<file path="src/rtl/d_latch_unit_if.sv">
// d_latch_unit_if: data/enable inputs and latch status outputs of d_latch_unit.
// PAR exists only when D_LATCH_UNIT_PARITY_EN is defined.
interface d_latch_unit_if #(
    parameter int WIDTH = 1
);
    logic [WIDTH-1:0] D;
    logic             EN;
    logic [WIDTH-1:0] Q;
    logic [WIDTH-1:0] Q_HOLD;
    logic             OPEN;
    logic             CHG;
    logic [15:0]      CLOSE_CNT;
`ifdef D_LATCH_UNIT_PARITY_EN
    logic             PAR;
`endif

`ifdef D_LATCH_UNIT_PARITY_EN
    modport master (
        output D, EN,
        input  Q, Q_HOLD, OPEN, CHG, CLOSE_CNT, PAR
    );
    modport slave (
        input  D, EN,
        output Q, Q_HOLD, OPEN, CHG, CLOSE_CNT, PAR
    );
`else
    modport master (
        output D, EN,
        input  Q, Q_HOLD, OPEN, CHG, CLOSE_CNT
    );
    modport slave (
        input  D, EN,
        output Q, Q_HOLD, OPEN, CHG, CLOSE_CNT
    );
`endif
endinterface

</file>
<file path="src/rtl/d_latch_unit.sv">
// d_latch_unit: transparent D latch emulated with a clocked hold register.
// Define D_LATCH_UNIT_PARITY_EN to add PAR, a registered even parity of the hold value.
module d_latch_unit #(
    parameter int WIDTH = 1
) (
    input  logic          CLK,
    input  logic          RST,
    d_latch_unit_if.slave io_lat
);
    if (WIDTH < 1 || WIDTH > 64) begin : g_bad_width
        $error("d_latch_unit: WIDTH must be 1..64");
    end

    logic [WIDTH-1:0] r_h;
    logic             r_open;
    logic             r_chg;
    logic [15:0]      r_close_cnt;

    logic w_close;
    logic w_sat;
    logic w_diff;

    assign w_close = r_open & ~io_lat.EN;
    assign w_sat   = &r_close_cnt;
    assign w_diff  = (io_lat.D != r_h);

    always_ff @(posedge CLK or posedge RST) begin
        if (RST) begin
            r_h         <= '0;
            r_open      <= 1'b0;
            r_chg       <= 1'b0;
            r_close_cnt <= '0;
        end else begin
            if (io_lat.EN) begin
                r_h <= io_lat.D;
            end
            r_open <= io_lat.EN;
            r_chg  <= io_lat.EN & w_diff;
            // Counter sticks at all-ones rather than wrapping
            if (w_close && !w_sat) begin
                r_close_cnt <= r_close_cnt + 16'd1;
            end
        end
    end

    // Pure mux: no register between D and Q while transparent
    assign io_lat.Q         = RST ? '0 : (io_lat.EN ? io_lat.D : r_h);
    assign io_lat.Q_HOLD    = r_h;
    assign io_lat.OPEN      = r_open;
    assign io_lat.CHG       = r_chg;
    assign io_lat.CLOSE_CNT = r_close_cnt;

`ifdef D_LATCH_UNIT_PARITY_EN
    logic r_par;

    always_ff @(posedge CLK or posedge RST) begin
        if (RST) begin
            r_par <= 1'b0;
        end else if (io_lat.EN) begin
            r_par <= ^io_lat.D;
        end
    end

    assign io_lat.PAR = r_par;
`endif
endmodule

</file>
<file path="src/flat_wrapper.sv">
// flat-port wrapper written by rule: the top's interface ports become plain ports
module d_latch_unit_flat 
#(
    parameter int WIDTH = 1
)
  (CLK, RST, io_lat_D, io_lat_EN, io_lat_Q, io_lat_Q_HOLD, io_lat_OPEN, io_lat_CHG, io_lat_CLOSE_CNT);
  d_latch_unit_if #(.WIDTH(WIDTH)) io_lat_i ();
  input  logic CLK;
  input  logic RST;
  input wire logic [$bits(io_lat_i.D)-1:0] io_lat_D;
  input wire logic [$bits(io_lat_i.EN)-1:0] io_lat_EN;
  output wire logic [$bits(io_lat_i.Q)-1:0] io_lat_Q;
  output wire logic [$bits(io_lat_i.Q_HOLD)-1:0] io_lat_Q_HOLD;
  output wire logic [$bits(io_lat_i.OPEN)-1:0] io_lat_OPEN;
  output wire logic [$bits(io_lat_i.CHG)-1:0] io_lat_CHG;
  output wire logic [$bits(io_lat_i.CLOSE_CNT)-1:0] io_lat_CLOSE_CNT;
  assign io_lat_i.D = io_lat_D;
  assign io_lat_i.EN = io_lat_EN;
  assign io_lat_Q = io_lat_i.Q;
  assign io_lat_Q_HOLD = io_lat_i.Q_HOLD;
  assign io_lat_OPEN = io_lat_i.OPEN;
  assign io_lat_CHG = io_lat_i.CHG;
  assign io_lat_CLOSE_CNT = io_lat_i.CLOSE_CNT;
  d_latch_unit #(.WIDTH(WIDTH)) u_core (.CLK(CLK), .RST(RST), .io_lat(io_lat_i));
endmodule
</file>
<file path="config.mk">
export PLATFORM = sky130hd
export DESIGN_NAME = d_latch_unit_flat
export DESIGN_NICKNAME = d
export VERILOG_FILES = /design/src/rtl/d_latch_unit_if.sv /design/src/rtl/d_latch_unit.sv /design/src/flat_wrapper.sv
export SDC_FILE = /design/constraint.sdc
export NUM_CORES = 1
export LEC_CHECK = 0
export CORE_MARGIN = 2
export CORE_UTILIZATION = 43
export DETAILED_ROUTE_END_ITERATION = 12
export GPL_TIMING_DRIVEN = 0
export PLACE_DENSITY = 0.73
export SYNTH_ARGS = -nofsm -noshare
export SYNTH_HDL_FRONTEND = slang
export SYNTH_SLANG_ARGS = --single-unit
</file>
<file path="constraint.sdc">
create_clock -name CLK -period 2.3 [get_ports CLK]
set_input_delay 0.46 -clock CLK [delete_from_list [all_inputs] [get_ports CLK]]
set_output_delay 0.46 -clock CLK [all_outputs]
set_load 0.02 [all_outputs]
</file>
==> results <==
-- state kept, by name, summed over array words and instances, names as in the netlist --
register and flops:
u_core.io_lat.Q_HOLD 1, u_core.io_lat.CLOSE_CNT 16, u_core.io_lat.CHG 1, u_core.io_lat.OPEN 1
-- synth_stat cells, drive strengths merged --
library cell,count
a21boi,1
a21oi,2
a31oi,3
a41o,1
and2,3
and3,5
and4,4
buf,2
clkbuf,1
dfrtp,19
ha,1
inv,2
mux2,2
mux2i,1
nand2,2
nand2b,1
nand3,5
nand3b,1
nand4,6
nand4b,1
nor2,4
nor2b,1
nor3,1
o31a,1
xnor2,8
xor2,3
-- metal layers --
metal	vias to the layer above	part of all wire [%]	track usage [%]	wire length, um
met4	0	1.6	6.757	29
met1	355	50	23.15	898
met5	-	0	0	0
met2	21	44	25.22	789
met3	3	4.0	2.976	72
li1	353	-	-	-
-- final cells by class --
type / count / area [um2] / share of cell area (%)
multi-input combinational: 57 / 427.9 / 34.55
inverter: 2 / 11.26 / 0.9091
clock buffer: 4 / 26.28 / 2.121
tap: 27 / 33.78 / 2.727
timing repair buffer: 24 / 235.2 / 18.99
timing repair inverter: 1 / 5.005 / 0.4040
sequential: 19 / 475.5 / 38.38
buffer: 3 / 23.77 / 1.919
-- worst min-delay path by stage --
stage	startpoint	endpoint	slack, ns
6_report	io_lat_EN	u_core.io_lat.OPEN$_DFF_PP0_	0.49
3_5_place_dp	u_core.io_lat.CLOSE_CNT[10]$_DFFE_PP0P_	u_core.io_lat.CLOSE_CNT[10]$_DFFE_PP0P_	0.49
4_1_cts	io_lat_EN	u_core.io_lat.OPEN$_DFF_PP0_	0.48
3_3_place_gp	u_core.io_lat.CLOSE_CNT[10]$_DFFE_PP0P_	u_core.io_lat.CLOSE_CNT[10]$_DFFE_PP0P_	0.48
2_1_floorplan	RST	u_core.io_lat.CHG$_DFF_PP0_	0.42
5_1_grt	io_lat_EN	u_core.io_lat.OPEN$_DFF_PP0_	0.48
-- cell families after synthesis --
group                    count (synthesis)
AND/OR/NAND/NOR                         34
flip-flops                              19
XOR/XNOR                                11
AO/OA/AOI/OAI                            8
buffers and inverters                    5
multiplexers                             3
adder cells (fa/ha/maj)                  1
-- per-stage QoR --
step	TNS, ns	cell area (um2)	hold slack (ns)	power [W]
floorplan	0	934.6	0.4163	0.0006365
global placement	-0.4341	1199	0.4839	0.0007844
detailed placement	-0.4445	1199	0.4886	0.0007876
CTS	0	1239	0.4837	0.0009640
global route	0	1239	0.4818	0.001021
finish	0	1239	0.4900	0.0009544
-- power by group through the flow --
| stage | combinational [W] | sequential, W | clock, W |
|---|---|---|---|
| 6_report | 0.000316 | 0.000467 | 0.000171 |
| 5_1_grt | 0.000347 | 0.000482 | 0.000193 |
| 4_1_cts | 0.000319 | 0.000467 | 0.000178 |
| 3_5_place_dp | 0.000315 | 0.000473 | 0 |
| 3_3_place_gp | 0.000312 | 0.000472 | 0 |
| 2_1_floorplan | 0.000106 | 0.000531 | 0 |
-- timing repair --
item	in CTS	in global routing
resized for setup	3	0
setup buffers	1	0
endpoints found under the setup margin	1	0
-- critical path, delay by kind of cell --
family | cells | cell delay (ns)
buffers and inverters | 2 | 0.74
AND/OR/NAND/NOR | 1 | 0.15
multiplexers | 1 | 0.28
==> metrics.cfg <==
[status]
status=finished clean

[global_routing]
antenna_found_initial=0
grt-ovfl-total=0
grt_pass1_wl_mm=3.263
grt_use_total_pct=16.55
grt_pass1_vias=711
grt_max_degree=11

[floorplanning]
die_area_um2=2562
die_x_um=50.62
io_pins=24
rows=16
core_area_um2=2002
die_h_um=50.62
start_util_pct=46.69

[synthesis]
synth_compound_area_share_pct=6.024
yosysUniqueCellTypes=30
synth_simple_gate_area_share_pct=24.23
synth_top_cell_by_area=dfrtp_1
postSynthAreaPerCell_um2=11.54
syn_area_um2=934.6
yosysSeqAreaShare_pct=50.87
synth_seq_cells=19
synth_fp_nets=86
muxShareOfSynthArea_pct=3.882
yosys-top-cells-area=dfrtp_1, xnor2_1, nand4_1
netlist_instances=81
synth_top_area_share_pct=50.87
synth_top_family_by_area=simple AND/OR/NAND/NOR gates
yosysWarnings=0
synthAdderAreaFrac_pct=1.339
synth_xor_area_share_pct=10.31

[job]
maxCapViolCount=0

[worst_setup_path]
rr_worst_depth=6
criticalPathCategory=input pin to output port
slowest_stage=clkdlybuf4s50_1
r2r_slack_ns=0.58
crit_end=io_lat_Q
cp-startpoint=io_lat_D
crit_chain=clkdlybuf4s50_1 > mux2_2 > and2_1 > dlygate4sd2_1
cp.arrival_ns=1.64
cpPeakStageDelay_ns=0.43
cp.required_ns=1.84
path_max_fanout=2
worstSetupEndpointType=output port
worstReg2RegEnd=u_core.io_lat.CLOSE_CNT[14]$_DFFE_PP0P_
startpoint_type=input pin
regToRegStartpoint=u_core.io_lat.CLOSE_CNT[0]$_DFFE_PP0P_

[routing]
drtIter0Drc=12
wl_per_cell_um=13.07
drt-total-wl_mm=1.790
drtAntennaViolNets=0
drt_drc_violations_left=0
drt-pass1-iter-count=4
drt-vias-per-instance=5.343
num_vias=732

[hold_path]
min_path_cells=1
hp-class=input pin to flip-flop

[clock_tree]
cts-root-buf=clkbuf_4
numCtsBuffers=3
ctsHoldBuffers=0
clk_pin_slew_worst_paths_ns=0.10
clk_path_buf_depth=2
cts_tree=done
clock_latency_ns=0.30
clock-sinks=19
cts_max_level=1

[place]
place_congestion=0.7699
portBuffers=23
hpwlAfterDp_mm=1.242
placedCellCount=131
preCtsSetupSlack_ns=-0.4445

[cells_and_area]
final_nets=116
final_common_cell=clkdlybuf4s50_1
drive_gt1_share_pct=14.55
fin_cells=137
area_growth_pct=32.53
nFillCells=186
final_cell_mix=clkdlybuf4s50_1, dfrtp_1, xnor2_1
antenna_cells=0
utilization_pct=61.88

[sta]
fin_ws_ns=0.2049
fmax_mhz=477.3
slew_viol_final=0
slew_headroom_pct=66.65
hold_violations=0
fin_skew_ns=0.001345
post-route-period-util_pct=91.09
grt_setup_unrepaired=false
worst_pin_slew_ns=0.4976
setup_viol=0
fin_crit_ns=2.095

[pwr]
clkPwrFrac_pct=17.9
power_density_nw_per_um2=770.5
p_leak_nw=0.5381
max-vdd-ir-drop_v=0.0005927
switchingPower_w=0.0003322
combPwrFrac_pct=33.1
power.internal_w=0.0006222
p_sw_share_pct=34.81
seq_power_share_pct=48.9

Power figures use the tool's default switching activity.
